[src/rtl/fetch_ctrl.sv]
// Fetch-stage controller: owns the fetch PC, issues imem requests steered by the
// predictor, and buffers responses in an in-order queue until decode takes them.
module fetch_ctrl #(
    parameter int unsigned     XLEN     = 32,
    parameter logic [XLEN-1:0] RESET_PC = '0,
    parameter int unsigned     FQ_DEPTH = 4
) (
    input  logic            clk_i,
    input  logic            rstn_i,
    output logic            imem_req_o,
    output logic [XLEN-1:0] imem_addr_o,
    input  logic            imem_gnt_i,
    input  logic            imem_rvalid_i,
    input  logic [31:0]     imem_rdata_i,
    output logic [XLEN-1:0] pcF_o,
    input  logic            pred_taken_i,
    input  logic [XLEN-1:0] pred_addr_i,
    input  logic            redirect_i,
    input  logic [XLEN-1:0] redirect_pc_i,
    input  logic            stallD_i,
    output logic            instr_valid_o,
    output logic [31:0]     instr_o,
    output logic [XLEN-1:0] instr_pc_o,
    output logic            instr_pred_o
);

    localparam int unsigned PtrW = $clog2(FQ_DEPTH);
    localparam int unsigned CntW = $clog2(FQ_DEPTH + 1);

    logic [XLEN-1:0]     pcQ, pcD;
    logic [PtrW-1:0]     rdPtrQ, rdPtrD, wrPtrQ, wrPtrD, fillPtrQ, fillPtrD;
    logic [CntW-1:0]     countQ, countD, dropCntQ, dropCntD;
    logic [FQ_DEPTH-1:0] hasDataQ, hasDataD;
    logic [XLEN-1:0]     entryPcQ   [FQ_DEPTH];
    logic                entryPredQ [FQ_DEPTH];
    logic [31:0]         entryDataQ [FQ_DEPTH];

    logic            push, pop, discard, fill, headValid;
    logic [CntW:0]   credit, dropRedir;
    logic [CntW-1:0] numData, pending;
    logic            unusedAddrBits;

    assign unusedAddrBits = ^{pred_addr_i[1:0], redirect_pc_i[1:0]};

    assign credit = {1'b0, countQ} + {1'b0, dropCntQ};

    // Gated by rstn_i so the request drops the moment reset asserts.
    assign imem_req_o  = rstn_i & ~redirect_i & (credit < (CntW+1)'(FQ_DEPTH));
    assign imem_addr_o = pcQ;
    assign pcF_o       = pcQ;

    assign push      = imem_req_o & imem_gnt_i;
    assign discard   = imem_rvalid_i & (dropCntQ != '0);
    assign fill      = imem_rvalid_i & (dropCntQ == '0);
    assign headValid = hasDataQ[rdPtrQ] & (countQ != '0) & ~redirect_i;
    assign pop       = headValid & ~stallD_i;

    assign instr_valid_o = headValid;
    assign instr_o       = entryDataQ[rdPtrQ];
    assign instr_pc_o    = entryPcQ[rdPtrQ];
    assign instr_pred_o  = entryPredQ[rdPtrQ];

    // Popped entries clear has_data, so queued-but-empty entries = count - popcount.
    always_comb begin
        numData = '0;
        for (int i = 0; i < FQ_DEPTH; i++) begin
            numData = numData + CntW'(hasDataQ[i]);
        end
        pending   = countQ - numData;
        dropRedir = {1'b0, dropCntQ} + {1'b0, pending} + (CntW+1)'(push)
                    - (CntW+1)'(discard) - (CntW+1)'(fill);
    end

    always_comb begin
        pcD      = pcQ;
        rdPtrD   = rdPtrQ;
        wrPtrD   = wrPtrQ;
        fillPtrD = fillPtrQ;
        countD   = countQ;
        dropCntD = dropCntQ;
        hasDataD = hasDataQ;
        if (redirect_i) begin
            pcD      = {redirect_pc_i[XLEN-1:2], 2'b00};
            rdPtrD   = '0;
            wrPtrD   = '0;
            fillPtrD = '0;
            countD   = '0;
            hasDataD = '0;
            dropCntD = dropRedir[CntW-1:0];
        end else begin
            if (push) begin
                pcD    = pred_taken_i ? {pred_addr_i[XLEN-1:2], 2'b00} : pcQ + XLEN'(4);
                wrPtrD = wrPtrQ + PtrW'(1);
            end
            if (discard) begin
                dropCntD = dropCntQ - CntW'(1);
            end
            if (fill) begin
                hasDataD[fillPtrQ] = 1'b1;
                fillPtrD           = fillPtrQ + PtrW'(1);
            end
            if (pop) begin
                hasDataD[rdPtrQ] = 1'b0;
                rdPtrD           = rdPtrQ + PtrW'(1);
            end
            countD = countQ + CntW'(push) - CntW'(pop);
        end
    end

    always_ff @(posedge clk_i or negedge rstn_i) begin
        if (!rstn_i) begin
            pcQ      <= RESET_PC;
            rdPtrQ   <= '0;
            wrPtrQ   <= '0;
            fillPtrQ <= '0;
            countQ   <= '0;
            dropCntQ <= '0;
            hasDataQ <= '0;
        end else begin
            pcQ      <= pcD;
            rdPtrQ   <= rdPtrD;
            wrPtrQ   <= wrPtrD;
            fillPtrQ <= fillPtrD;
            countQ   <= countD;
            dropCntQ <= dropCntD;
            hasDataQ <= hasDataD;
        end
    end

    // Payload needs no reset; has_data qualifies every entry.
    always_ff @(posedge clk_i) begin
        if (push) begin
            entryPcQ[wrPtrQ]   <= pcQ;
            entryPredQ[wrPtrQ] <= pred_taken_i;
        end
        if (fill) begin
            entryDataQ[fillPtrQ] <= imem_rdata_i;
        end
    end

endmodule

[config.mk]
export PLATFORM = sky130hd
export DESIGN_NAME = fetch_ctrl
export DESIGN_NICKNAME = d
export VERILOG_FILES = /design/src/rtl/fetch_ctrl.sv
export SDC_FILE = /design/constraint.sdc
export NUM_CORES = 1
export LEC_CHECK = 0
export ABC_CLOCK_PERIOD_IN_PS = 5900
export CAP_MARGIN = 20
export CORE_AREA = 2 2 198 200
export DETAILED_ROUTE_END_ITERATION = 12
export DIE_AREA = 0 0 200 202
export PLACE_DENSITY_LB_ADDON = 0.15
export SYNTH_ARGS = -nofsm -noshare
export SYNTH_HDL_FRONTEND = slang
export SYNTH_SLANG_ARGS = --single-unit
export TNS_END_PERCENT = 50
[constraint.sdc]
create_clock -name clk_i -period 5.9 [get_ports clk_i]
set_clock_uncertainty 0.1 [all_clocks]
set_input_delay 0.59 -clock clk_i [delete_from_list [all_inputs] [get_ports clk_i]]
set_output_delay 0.59 -clock clk_i [all_outputs]
set_load 0.01 [all_outputs]
After elaboration in Yosys (flattened, before gate mapping)
Memory sizes are Yosys's and may differ from the RTL's.
Index checks and enable logic that the tools add are counted.
{"block": "op_classes", "n_bitwise": 13, "n_lt_le_gt_ge": 5, "mux": 26, "add_sub_neg": 16, "n_reduce_logical": 9}
{"operator": "32-bit two-way mux", "n": 3}
{"operator": "32-bit by 3-bit adder with 32-bit output, second input constant", "n": 1}
{"operator": "4-bit two-way mux", "n": 4}
{"operator": "2-bit two-way mux", "n": 6}
{"operator": "3-bit by 1-bit adder with 3-bit output", "n": 3}
{"operator": "3-bit two-way mux", "n": 3}
{"operator": "3-bit by 1-bit subtractor with 3-bit output", "n": 3}
{"operator": "1-bit AND", "n": 8}
{"operator": "2-bit nonzero test", "n": 4}
{"operator": "1-bit two-way mux", "n": 7}
{"operator": "2-bit by 1-bit adder with 2-bit output, second input constant", "n": 3}
{"operator": "2-bit by 3-bit less-than comparator with 1-bit output, second input constant", "n": 2}
{"operator": "3-bit nonzero test", "n": 2}
{"operator": "3-bit by 3-bit adder with 4-bit output", "n": 1}
{"operator": "4-bit AND", "n": 1}
{"operator": "1-bit demux with 2-bit select", "n": 2}
{"operator": "2-bit by 1-bit greater-or-equal comparator with 1-bit output, second input constant", "n": 2}
{"operator": "4-bit by 3-bit less-than comparator with 1-bit output, second input constant", "n": 1}
{"operator": "4-bit NOT", "n": 1}
{"operator": "4-bit bitwise OR", "n": 1}
{"operator": "2-bit by 1-bit adder with 3-bit output", "n": 1}
{"operator": "3-bit adder", "n": 1}
{"operator": "3-bit logical NOT", "n": 1}
{"operator": "3-bit by 1-bit subtractor with 3-bit output, second input constant", "n": 1}
{"operator": "5 further kinds", "n": 7}
{"block": "word_totals", "n_memories": 3, "ram_bits": 260, "in_bits": 103, "wordCells": 79, "regBits": 48}
{"memory": "entryDataQ", "words": 4, "word_bits": 32, "read_ports": 1, "rd_clocked_by_memory_dff": 0, "write_ports": 1, "line": "36", "source": "logic [31:0] entryDataQ [FQ_DEPTH];"}
{"memory": "entryPcQ", "words": 4, "word_bits": 32, "read_ports": 1, "rd_clocked_by_memory_dff": 0, "write_ports": 1, "line": "34", "source": "logic [XLEN-1:0] entryPcQ [FQ_DEPTH];"}
{"memory": "entryPredQ", "words": 4, "word_bits": 1, "read_ports": 1, "rd_clocked_by_memory_dff": 0, "write_ports": 1, "line": "35", "source": "logic entryPredQ [FQ_DEPTH];"}

Longest topological paths before layout
Gate-level depths: netlist (run 1).
{"block": "depth", "depth_word": 10, "mapped_depth": 12}

Least setup slack after synthesis (run 1)
OpenSTA, ideal clock, no wires.
{"block": "synth_timing", "path_kind": "reg-to-reg", "from": "register hasDataQ[1]", "to": "register dropCntQ[2]", "path_stages_with_launch": 13, "required_ps": 5664, "period_less_slack_ps": 3656, "setup_ps": 136, "arrival_time_ps": 3420, "setup_slack_ps": 2244, "cell_sequence": "dfrtp_1 inv_1 fa_1 inv_1 fa_1 fa_1 fa_1 inv_1 fa_1 fa_1 xnor2_1 nand2_1 o21ai_0"}
{"block": "synth_via", "elab_chain_cells": 9}
{"item": "start, declared", "line": "33", "source": "logic [FQ_DEPTH-1:0] hasDataQ, hasDataD;"}
{"item": "start signal, assigned", "line": "126", "source": "hasDataQ <= hasDataD;"}
{"item": "1-bit by 1-bit adder with 2-bit output", "line": "67", "source": "numData = numData + CntW'(hasDataQ[i]);"}
{"item": "2-bit by 1-bit adder with 3-bit output", "line": "67"}
{"item": "3-bit by 1-bit adder with 3-bit output", "line": "67"}
{"item": "3-bit subtractor", "line": "69", "source": "pending = countQ - numData;"}
{"item": "3-bit adder", "line": "70", "source": "dropRedir = {1'b0, dropCntQ} + {1'b0, pending} + (CntW+1)'(push)"}
{"item": "3-bit by 1-bit adder with 3-bit output", "line": "70"}
{"item": "3-bit by 1-bit subtractor with 3-bit output (2 in series)", "line": "71", "source": "- (CntW+1)'(discard) - (CntW+1)'(fill);"}
{"item": "3-bit two-way mux", "line": "82", "source": "if (redirect_i) begin"}
{"item": "end signal, assigned", "line": "125", "source": "dropCntQ <= dropCntD;"}
{"item": "end, declared", "line": "32", "source": "logic [CntW-1:0] countQ, countD, dropCntQ, dropCntD;"}
No other way between the ends.
A chain may end at the register's enable or synchronous reset.

Worst setup path in the final report (run 1)
{"block": "layout_timing", "from": "register rdPtrQ[0]", "to": "output instr_pc_o[28]"}
{"block": "layout_via", "elab_chain_cells": 1}
{"item": "start, declared", "line": "31", "source": "logic [PtrW-1:0] rdPtrQ, rdPtrD, wrPtrQ, wrPtrD, fillPtrQ, fillPtrD;"}
{"item": "start signal, assigned", "line": "121", "source": "rdPtrQ <= rdPtrD;"}
{"item": "memory read 4 x 32 bit"}
{"item": "end, declared", "line": "23", "source": "output logic [XLEN-1:0] instr_pc_o,"}
No other way between the ends.

==> reports/qor.txt, run 1 <==
DR vias/cell - 4.98
Worst-Margin Slew - 1.03 ns
CTS clk-pin slew, worst paths - 0.06 ns
Antenna violations before repair - 2
Area leader, netlist - edfxtp_1
Post-CTS Setup Inserts - 0
CTS tree - done
Post-Route WL - 32.8 mm
Minimum clock period - 4.04 ns
Sequential-to-total area share from yosys stat - 67.5%
Largest net degree at the start of global routing - 47
Critical path class - reg -> out
Die width - 200 µm
Row count - 72
RePlAce Congestion - 0.747
Reg2reg start - hasDataQ[1]$_DFF_PN0_
Worst path top cell family by delay - buffers and inverters
Port Buffer Count - 223
Starting Density - 33.7%
CTS Sinks - 298
Seq. cell area - 8730 µm²
Unrepaired setup endpoints after global routing - false
Worst path cell trace - buf_4 -> mux4_2 -> clkdlybuf4s50_1
Longest Clk Path Bufs - 3
Total GRT Usage - 16.5%
Slew headroom - 31.2%
Post_cts resized - 0
RR Endpoint - dropCntQ[2]$_DFFE_PN0P_
CTS H-tree lvls - 2
Final hold violations - 0
Hold Path Class - in -> async
Syn avg cell area - 16.4 µm²
Fmax - 0.247 GHz
Synth top area share - 58.6%
Slowest cell on crit path - dfrtp_4
Remaining antenna violation count - 0
Root Driver - clkbuf_16
Multi-input gate area - 3660 µm²
Wire per inst - 21.4 µm
Pwr dens - 337 nW/µm²
CP bufs+invs - 2
Layout Cells excl Fill - 1,530
Status - finished, final reports clean
R2R cell count - 12
Post-route setup TNS - 0 ns
Final setup vio count - 0
Cts hold-fix bufs - 0
P_leak - 5.50 nW
Fin crit share - 68.5%
Die height - 202 µm
Max Cap Viol - 0
Proportion of layout cells with a drive suffix above 1 - 14.1%
FF-to-FF setup slack - 2.09 ns
Startpoint Class - flop
TritonRoute pass-1 iters - 5
Iteration-0 DRC Markers - 482
Synth Instances - 786
Number of enable flip-flop cells after synthesis - 252
Placed Instances - 1,465
Yosys reg bits - 298
Nets - 1,118
Largest stage delay, worst path - 1.06 ns
Ports - 234
Max Slew Vio Count - 0
Clk_lat worst skew - 0.52 ns
DPL Wire Length - 20.9 mm
Total Die Area - 40,400 µm²
Via count - 7,613
GR Overflow Total - 0
Core region area - 38,300 µm²
WP data arrival - 3.35 ns
Worst EP required - 5.21 ns
Cell Area, Synth - 12,900 µm²
Layout area overhead - 28.0%
Worst VDD drop - 140 µV
Highest net fanout along the worst path - 45
Crit. End Element - output pin
# fillers - 3,457
Distinct cells, synth - 59
Synth Flop Type - edfxtp_1
Synth warn - 0
Number of global-route vias before repair - 7,826
First-pass GRT wire length - 49.4 mm
DRC - 0
Num CTS Buffers - 35
Asr flop ratio synth - 15.4%
Largest cells by area after synthesis - edfxtp_1 59%, mux4_2 11%, dfrtp_1 8.9%
==> how the worst max path moves through the flow <==
| stage | start | endpoint | slack [ns] | depth (start not counted) |
|---|---|---|---|---|
| detailed placement | imem_rvalid_i | dropCntQ[2]$_DFFE_PN0P_ | 1.67 | 11 |
| global placement | imem_rvalid_i | dropCntQ[2]$_DFFE_PN0P_ | 1.69 | 11 |
| CTS | rdPtrQ[0]$_DFFE_PN0P_ | instr_pc_o[28] | 1.70 | 3 |
| floorplan | hasDataQ[1]$_DFF_PN0_ | dropCntQ[2]$_DFFE_PN0P_ | 2.24 | 12 |
| finish | rdPtrQ[0]$_DFFE_PN0P_ | instr_pc_o[28] | 1.86 | 3 |
| global route | rdPtrQ[0]$_DFFE_PN0P_ | instr_pc_o[25] | 1.61 | 3 |
==> metal layers <==
| metal | vias up | track usage, % | share of wire, % |
|---|---|---|---|
| met3 | 44 | 2.75 | 4.7 |
| met5 | - | 0 | 0 |
| met4 | 0 | 4.15 | 1.9 |
| met1 | 3929 | 23.7 | 46 |
| li1 | 3442 | - | - |
| met2 | 198 | 26.0 | 48 |
==> cell usage in the layout (no fill, tap or decap), types with 4 or more instances in the layout <==
master           instances
and2_2                   8
xnor2_1                 11
clkdlybuf4s50_1        221
o311ai_1                 4
nor3_1                   6
o21ai_1                 18
xor2_1                   4
clkbuf_16               35
edfxtp_1               252
conb_1                   6
a31oi_1                  4
mux4_2                  64
clkinv_2                 7
nor4_1                   8
clkbuf_1                10
and3_1                  16
fa_1                    10
nand2_1                 36
nand2b_1                 5
nor2_1                  31
a21o_1                   4
o21ai_0                  9
nand4_1                  8
nand3_1                 16
ha_1                    21
a311oi_1                 4
buf_4                    7
o221ai_1                 5
mux2i_1                  6
o211ai_1                 5
clkinv_1                 5
dfrtp_1                 44
a211oi_1                 7
o22ai_1                  6
a22oi_1                  5
inv_1                   32
a21oi_1                 25
==> kinds of logic (layout without fill, tap and decap cells) <==
kind of cell / Yosys count / count (layout) / share of synthesized area, %
other cells: 1 / 7 / 0.0290
mux: 73 / 73 / 11.9
flops: 298 / 298 / 67.5
compound gates: 113 / 113 / 5.73
xor+xnor: 15 / 15 / 1.02
buf+inv: 108 / 328 / 4.30
fa+ha+maj: 31 / 31 / 3.59
simple gates: 147 / 147 / 5.91
==> final cells by class <==
class | count | area share, %
Timing Repair Buffer | 230 | 13.8
Inverter | 34 | 0.772
Tap cell | 518 | 3.92
Multi-Input combinational cell | 385 | 22.2
Sequential cell | 298 | 52.8
Clock buffer | 46 | 5.61
Clock inverter | 18 | 0.916
Antenna cell | 1 | 0.0151
==> synthesized netlist by cell type, drive strengths merged (16+ instances only) <==
master / count
clkbuf: 25
inv: 33
nand2: 36
mux4: 64
and3: 16
buf: 49
o21ai: 27
dfrtp: 46
a21oi: 25
ha: 21
edfxtp: 252
nor2: 31
nand3: 16
==> power breakdown <==
group / internal [mW] / switching (mW) / total, mW / leakage, nW
clock network: 1.20 / 0.839 / 2.04 / 0.526
registers: 2.44 / 0.130 / 2.57 / 2.85
logic: 0.497 / 0.463 / 0.960 / 2.13
==> through the flow <==
step	utilization, %	setup slack (ns)	hold WS (ns)	power (mW)	cell area [µm²]
after floorplan	-	2.24	0.194	3.15	12900
after global placement	40.3	1.69	0.464	3.58	15400
after detailed placement	40.3	1.67	0.473	3.59	15400
after CTS	43.1	1.70	0.187	5.66	16500
after global routing	43.2	1.61	0.221	5.84	16500
final	43.2	1.86	0.169	5.57	16500
==> sequential cells by signal, indices dropped and copies added (netlist names) <==
| signal | cells |
|---|---|
| imem_addr_o | 30 |
| dropCntQ | 3 |
| hasDataQ | 4 |
| entryPredQ | 4 |
| entryPcQ | 120 |
| fillPtrQ | 2 |
| rdPtrQ | 2 |
| entryDataQ | 128 |
| countQ | 3 |
| wrPtrQ | 2 |
No activity file was read; power rests on OpenSTA's default activity.
==> inputs of run 2 (changes only) <==
--- a/config.mk
+++ b/config.mk
@@ -5,7 +5,7 @@
 export SDC_FILE = /design/constraint.sdc
 export NUM_CORES = 1
 export LEC_CHECK = 0
-export ABC_CLOCK_PERIOD_IN_PS = 5900
+export ABC_CLOCK_PERIOD_IN_PS = 4000
 export CAP_MARGIN = 20
 export CORE_AREA = 2 2 198 200
 export DETAILED_ROUTE_END_ITERATION = 12
==> constraint.sdc (replaced) <==
create_clock -name clk_i -period 4 [get_ports clk_i]
set_clock_uncertainty 0.1 [all_clocks]
set_input_delay 0.4 -clock clk_i [delete_from_list [all_inputs] [get_ports clk_i]]
set_output_delay 0.4 -clock clk_i [all_outputs]
set_load 0.01 [all_outputs]
==> run 2 against run 1 <==
Sequential share of layout area shrank 0.67 points. Wire length increased by 2.1%. Register-to-register slack worse by 1.9 ns. Global-route usage up 0.30 points. Final cell count rose by 0.85%. Clock power up 52%. Largest cell class unchanged.
==> reports/qor.txt, run 2 (synthesized netlist as in run 1, its figures left out) <==
Core region area - 38,300 µm² (unchanged)
Die width - 200 µm (unchanged)
Crit. End Element - flop
Hold Path Class - in -> async
Antenna violations before repair - 0 (-2)
Placed instance area - 15,600 µm² (+1.1%)
Highest net fanout along the worst path - 3 (-93%)
Reg2reg start - hasDataQ[1]$_DFF_PN0_
Layout area overhead - 29.6%
Internal power - 6.24 mW (+51%)
Port Buffer Count - 223 (unchanged)
Largest net degree at the start of global routing - 69 (+47%)
Row count - 72 (unchanged)
Final setup vio count - 0 (unchanged)
Clock power share - 37.4% (+0.7 points)
R2R cell count - 12 (unchanged)
Post-route setup TNS - 0 ns (unchanged)
Met2 WL - 15.9 mm (+1.8%)
Die height - 202 µm (unchanged)
DR vias/cell - 4.97 (-0.14%)
Root Driver - clkbuf_16
Switching pwr - 2.09 mW (+46%)
Iteration-0 DRC Markers - 495 (+2.7%)
Worst EP required - 4.27 ns (-0.94 ns)
Minimum clock period - 3.76 ns
Max reg flops - 128 (unchanged)
Crit path from - hasDataQ[1]$_DFF_PN0_
Proportion of layout cells with a drive suffix above 1 - 15.3% (+1.2 points)
Total GRT Usage - 16.8% (+0.30 points)
P_leak - 5.61 nW (+2.0%)
Fmax - 0.266 GHz
Sequential fraction of design power - 45.4% (-0.7 points)
Fin crit share - 94.0%
Cts hold-fix bufs - 0 (unchanged)
DRC - 0 (unchanged)
GR Overflow Total - 0 (unchanged)
CTS clk-pin slew, worst paths - 0.06 ns (about the same)
CTS Sinks - 298 (unchanged)
Post-Route WL - 33.5 mm (+2.1%)
Final hold violations - 0 (unchanged)
DPL Wire Length - 21.8 mm (+4.2%)
RR Endpoint - dropCntQ[2]$_DFFE_PN0P_
Highest-count cells in the layout ignoring fill and taps - 252 x edfxtp_1, 221 x clkdlybuf4s50_1, 64 x mux4_2
Switch share - 25.1% (-0.65 points)
Post-Route M1 WL - 15.5 mm (+2.8%)
Worst-Margin Slew - 0.778 ns (-0.254 ns)
Most flop-heavy register - entryDataQ
First-pass GRT wire length - 50.2 mm (+1.8%)
Num CTS Buffers - 35 (unchanged)
Clk_lat worst skew - 0.52 ns (about the same)
CTS H-tree lvls - 2 (unchanged)
Comb power frac - 17.2% (about the same)
Tot Pwr - 8.32 mW (+50%)
Max Cap Viol - 0 (unchanged)
Ports - 234 (unchanged)
Total Die Area - 40,400 µm² (unchanged)
Starting Density - 33.7% (unchanged)
Met3 routed WL - 1.50 mm (-2.2%)
Slew headroom - 47.7% (+16 points)
Setup WS pre-CTS - 0.0402 ns (-1.63 ns)
FF-to-FF setup slack - 0.24 ns (-1.85 ns)
Longest Clk Path Bufs - 3 (unchanged)
Pwr dens - 497 nW/µm² (+48%)
Post-route design area - 16,700 µm² (+1.3%)
TritonRoute pass-1 iters - 5 (unchanged)
Startpoint Class - flop
Worst VDD drop - 216 µV (+55%)
Number of global-route vias before repair - 7,981 (+2.0%)
Critical path class - reg -> reg
Nets - 1,134 (+1.4%)
WP data arrival - 4.03 ns (+0.68 ns)
Crit path to - dropCntQ[2]$_DFFE_PN0P_
CTS tree - done
Status - finished, final reports clean
Unrepaired setup endpoints after global routing - false
Placed Instances - 1,480 (+1.0%)
Layout Cells excl Fill - 1,543 (+0.85%)
Setup WS post-layout - 0.239 ns (-1.62 ns)
Max Slew Vio Count - 0 (unchanged)
Most common cell after layout, fill and taps aside - edfxtp_1
DR top layer - met4
Final core occ - 43.7% (+0.56 points)
RePlAce Congestion - 0.747 (about the same)
Hold Slack - 0.00370 ns (-0.166 ns)
Remaining antenna violation count - 0 (unchanged)
Wire per inst - 21.7 µm (+1.3%)
Via count - 7,667 (+0.71%)
==> run 2: cell count changes in the layout (fill, tap and decap cells not counted), moves of 2 or more <==
cell / delta
clkinv_1: -2
inv_6: -3
clkbuf_16: +2
buf_4: +12
clkinv_2: -3
buf_12: +4
==> run 2: critical path, cell delays in order (launching register included) <==
cell	delay, ns
dfrtp_1	0.36
inv_1	0.06
fa_1	0.53
inv_1	0.05
fa_1	0.52
fa_1	0.44
fa_1	0.49
inv_1	0.05
fa_1	0.38
fa_1	0.38
xnor2_1	0.13
nand2_1	0.06
o21ai_0	0.08
==> run 2: layout make-up <==
cell class              instances  area, µm²
multi-input cells             385       3660
repair buffers                246       2440
diodes                          1       2.50
inverters                      34        128
clock buffers                  49        981
well taps                     518        648
flip-flops and latches        298       8730
fillers                      3474      21600
clock inverters                12        140
==> run 2: power by group through the flow <==
stage	clock, mW	combinational [mW]	sequential [mW]
6_report	3.11	1.43	3.78
5_1_grt	3.33	1.60	3.81
4_1_cts	3.20	1.46	3.79
3_5_place_dp	0	1.46	3.85
3_3_place_gp	0	1.45	3.84
2_1_floorplan	0	0.859	3.79
==> run 2: what timing repair did <==
item / 4_1_cts / 5_1_grt
endpoints found under the setup margin: 0 / 1
buffers inserted: 0 / 1
hold endpoints to repair: 0 / 0
resized for setup: 0 / 0
==> run 2: worst min path at each step <==
stage                               start                          end  slack (ns)  cells after the start
global route                       rstn_i  imem_addr_o[21]$_DFFE_PN0P_        0.03                      2
floorplan                          rstn_i          countQ[0]$_DFF_PN0_       0.004                      0
global placement    wrPtrQ[1]$_DFFE_PN0P_        wrPtrQ[1]$_DFFE_PN0P_        0.46                      2
CTS                                rstn_i  imem_addr_o[17]$_DFFE_PN0P_       0.002                      2
detailed placement  wrPtrQ[1]$_DFFE_PN0P_        wrPtrQ[1]$_DFFE_PN0P_        0.47                      2
finish                             rstn_i  imem_addr_o[23]$_DFFE_PN0P_       0.004                      2
==> run 2: layer usage <==
metal | GRT usage (%) | up-vias
met5 | 0 | -
met4 | 4.37 | 0
met3 | 2.70 | 45
met2 | 26.8 | 182
met1 | 23.9 | 3964
li1 | - | 3476
==> inputs of run 3 (changes only) <==
--- a/config.mk
+++ b/config.mk
@@ -5,7 +5,7 @@
 export SDC_FILE = /design/constraint.sdc
 export NUM_CORES = 1
 export LEC_CHECK = 0
-export ABC_CLOCK_PERIOD_IN_PS = 4000
+export ABC_CLOCK_PERIOD_IN_PS = 3200
 export CAP_MARGIN = 20
 export CORE_AREA = 2 2 198 200
 export DETAILED_ROUTE_END_ITERATION = 12
==> constraint.sdc (replaced) <==
create_clock -name clk_i -period 3.2 [get_ports clk_i]
set_clock_uncertainty 0.1 [all_clocks]
set_input_delay 0.32 -clock clk_i [delete_from_list [all_inputs] [get_ports clk_i]]
set_output_delay 0.32 -clock clk_i [all_outputs]
set_load 0.01 [all_outputs]
==> run 3 against run 2 <==
Clock power grew 27%. The flow now finishes with violations (negative setup slack). Final cell count rose by 1.3%. Critical endpoint is now dropCntQ[1]$_DFFE_PN0P_. Sequential power grew 24%. Core utilization increased by 0.73 points. Worst hold slack better by 0.036 ns.
==> reports/qor.txt, run 3 (synthesized netlist as in run 1, its figures left out) <==
Minimum clock period - 3.59 ns (-0.169 ns)
Hold Slack - 0.0402 ns (+0.0365 ns)
Layout area overhead - 31.8%
Switching pwr - 2.64 mW (+27%)
DR vias/cell - 4.91 (-1.1%)
CTS tree - done
TritonRoute pass-1 iters - 5 (unchanged)
Nets - 1,154 (+1.8%)
Hold Path Class - in -> reg
Worst EP required - 3.54 ns (-0.73 ns)
Switch share - 25.0% (-0.083 points)
WP data arrival - 3.93 ns (-0.10 ns)
RePlAce Congestion - 0.754 (+0.92%)
Worst-Margin Slew - 0.709 ns (-0.0694 ns)
First-pass GRT wire length - 50.1 mm (-0.36%)
Max Cap Viol - 0 (unchanged)
Slew headroom - 52.3% (+4.7 points)
Failing checks - negative setup slack
Fin crit share - 112% (+18 points)
Internal power - 7.92 mW (+27%)
Die width - 200 µm (unchanged)
GR Overflow Total - 0 (unchanged)
CTS H-tree lvls - 2 (unchanged)
Post-Route WL - 33.6 mm (+0.27%)
Setup WS post-layout - -0.392 ns (-0.631 ns)
Post-route setup TNS - -0.841 ns (-0.841 ns)
Inserted Diodes - 0 (-1)
Row count - 72 (unchanged)
Starting Density - 33.7% (unchanged)
Max Slew Vio Count - 0 (unchanged)
Final setup vio count - 3 (+3)
Startpoint Class - flop
DRC - 0 (unchanged)
Highest-count cells in the layout ignoring fill and taps - 252 x edfxtp_1, 221 x clkdlybuf4s50_1, 64 x mux4_2
Number of global-route vias before repair - 7,832 (-1.9%)
Longest Clk Path Bufs - 3 (unchanged)
Max reg flops - 128 (unchanged)
Antenna violations before repair - 1 (+1)
Unrepaired setup endpoints after global routing - true
Clock power share - 37.5% (about the same)
Root Driver - clkbuf_16
Iteration-0 DRC Markers - 393 (-21%)
Wire per inst - 21.5 µm (-1.0%)
Total Die Area - 40,400 µm² (unchanged)
Fmax - 0.278 GHz (+4.7%)
Largest net degree at the start of global routing - 69 (unchanged)
Pwr dens - 621 nW/µm² (+25%)
Via count - 7,682 (+0.20%)
Crit. End Element - flop
Remaining antenna violation count - 0 (unchanged)
CTS clk-pin slew, worst paths - 0.06 ns (about the same)
Core region area - 38,300 µm² (unchanged)
Ports - 234 (unchanged)
Die height - 202 µm (unchanged)
Critical path class - reg -> reg
Most common cell after layout, fill and taps aside - edfxtp_1
Clk_lat worst skew - 0.52 ns (about the same)
Most flop-heavy register - entryDataQ
Comb power frac - 18.1% (+0.9 points)
Worst VDD drop - 361 µV (+67%)
Num CTS Buffers - 34 (-2.9%)
P_leak - 5.75 nW (+2.5%)
CTS Sinks - 298 (unchanged)
Proportion of layout cells with a drive suffix above 1 - 17.3% (+2.0 points)
Final hold violations - 0 (unchanged)
Port Buffer Count - 223 (unchanged)
Sequential fraction of design power - 44.4% (-1.0 points)
Status - finished with violations
Highest net fanout along the worst path - 2 (-1)
DPL Wire Length - 22.0 mm (+1.2%)
Total GRT Usage - 16.7% (-0.075 points)
-- run 3: worst paths after layout --
kind	from	endpoint	slack, ns	cells past startpoint
max reg2reg	hasDataQ[1]$_DFF_PN0_	dropCntQ[1]$_DFFE_PN0P_	-0.39	11
max	hasDataQ[1]$_DFF_PN0_	dropCntQ[1]$_DFFE_PN0P_	-0.39	11
max in group asynchronous	rstn_i	rdPtrQ[1]$_DFFE_PN0P_	1.92	3
min	redirect_i	countQ[1]$_DFF_PN0_	0.04	2
min in group asynchronous	rstn_i	wrPtrQ[0]$_DFFE_PN0P_	0.52	3
min reg2reg	wrPtrQ[1]$_DFFE_PN0P_	wrPtrQ[1]$_DFFE_PN0P_	0.48	2
-- run 3: critical path, stage by stage (launching register included) --
cell     delay [ns]
dfrtp_1        0.35
inv_2          0.04
fa_1           0.54
inv_2          0.04
fa_1           0.51
fa_1           0.43
fa_1           0.49
inv_1          0.05
fa_2           0.33
fa_2           0.52
nand2_1        0.04
o21ai_0        0.09
-- run 3: layout make-up --
cell class,instances,area (µm²)
clock buffer,43,958
clock inverter,18,190
fill,3413,21300
inverter,34,128
multi-input combinational,385,3670
sequential,298,8730
tap,518,648
timing repair buffer,267,2690
-- run 3: power groups by stage --
stage | Sequential, mW | Clock (mW) | Combinational (mW)
2_1_floorplan | 4.74 | 0 | 1.09
3_3_place_gp | 4.77 | 0 | 1.94
3_5_place_dp | 4.77 | 0 | 1.94
4_1_cts | 4.69 | 4.07 | 1.95
5_1_grt | 4.72 | 4.22 | 2.13
6_report | 4.69 | 3.96 | 1.91
-- run 3: repair_timing --
item | CTS | global route
hold buffers | 1 | 0
setup buffers | 0 | 1
endpoints found under the hold margin | 46 | 0
endpoints found under the setup margin | 3 | 3
pin swaps | 0 | 0
gates resized for setup | 2 | 1
-- run 3: stage by stage --
stage	setup slack (ns)	total power, mW	util, %	instance area [µm²]	cells
6_report	-0.392	10.6	44.4	17000	1563
5_1_grt	-0.538	11.1	44.4	17000	1563
4_1_cts	-0.406	10.7	44.4	17000	1562
3_5_place_dp	-0.558	6.71	41.4	15800	1500
3_3_place_gp	-0.540	6.71	41.4	15800	1500
2_1_floorplan	-0.351	5.83	-	12900	791
-- run 3: routing by layer --
metal / vias up / wire [µm] / track usage, %
li1: 3508 / - / -
met1: 3915 / 15400 / 24.3
met2: 217 / 15900 / 25.9
met3: 42 / 1670 / 2.82
met4: 0 / 714 / 4.63
met5: - / 0 / 0
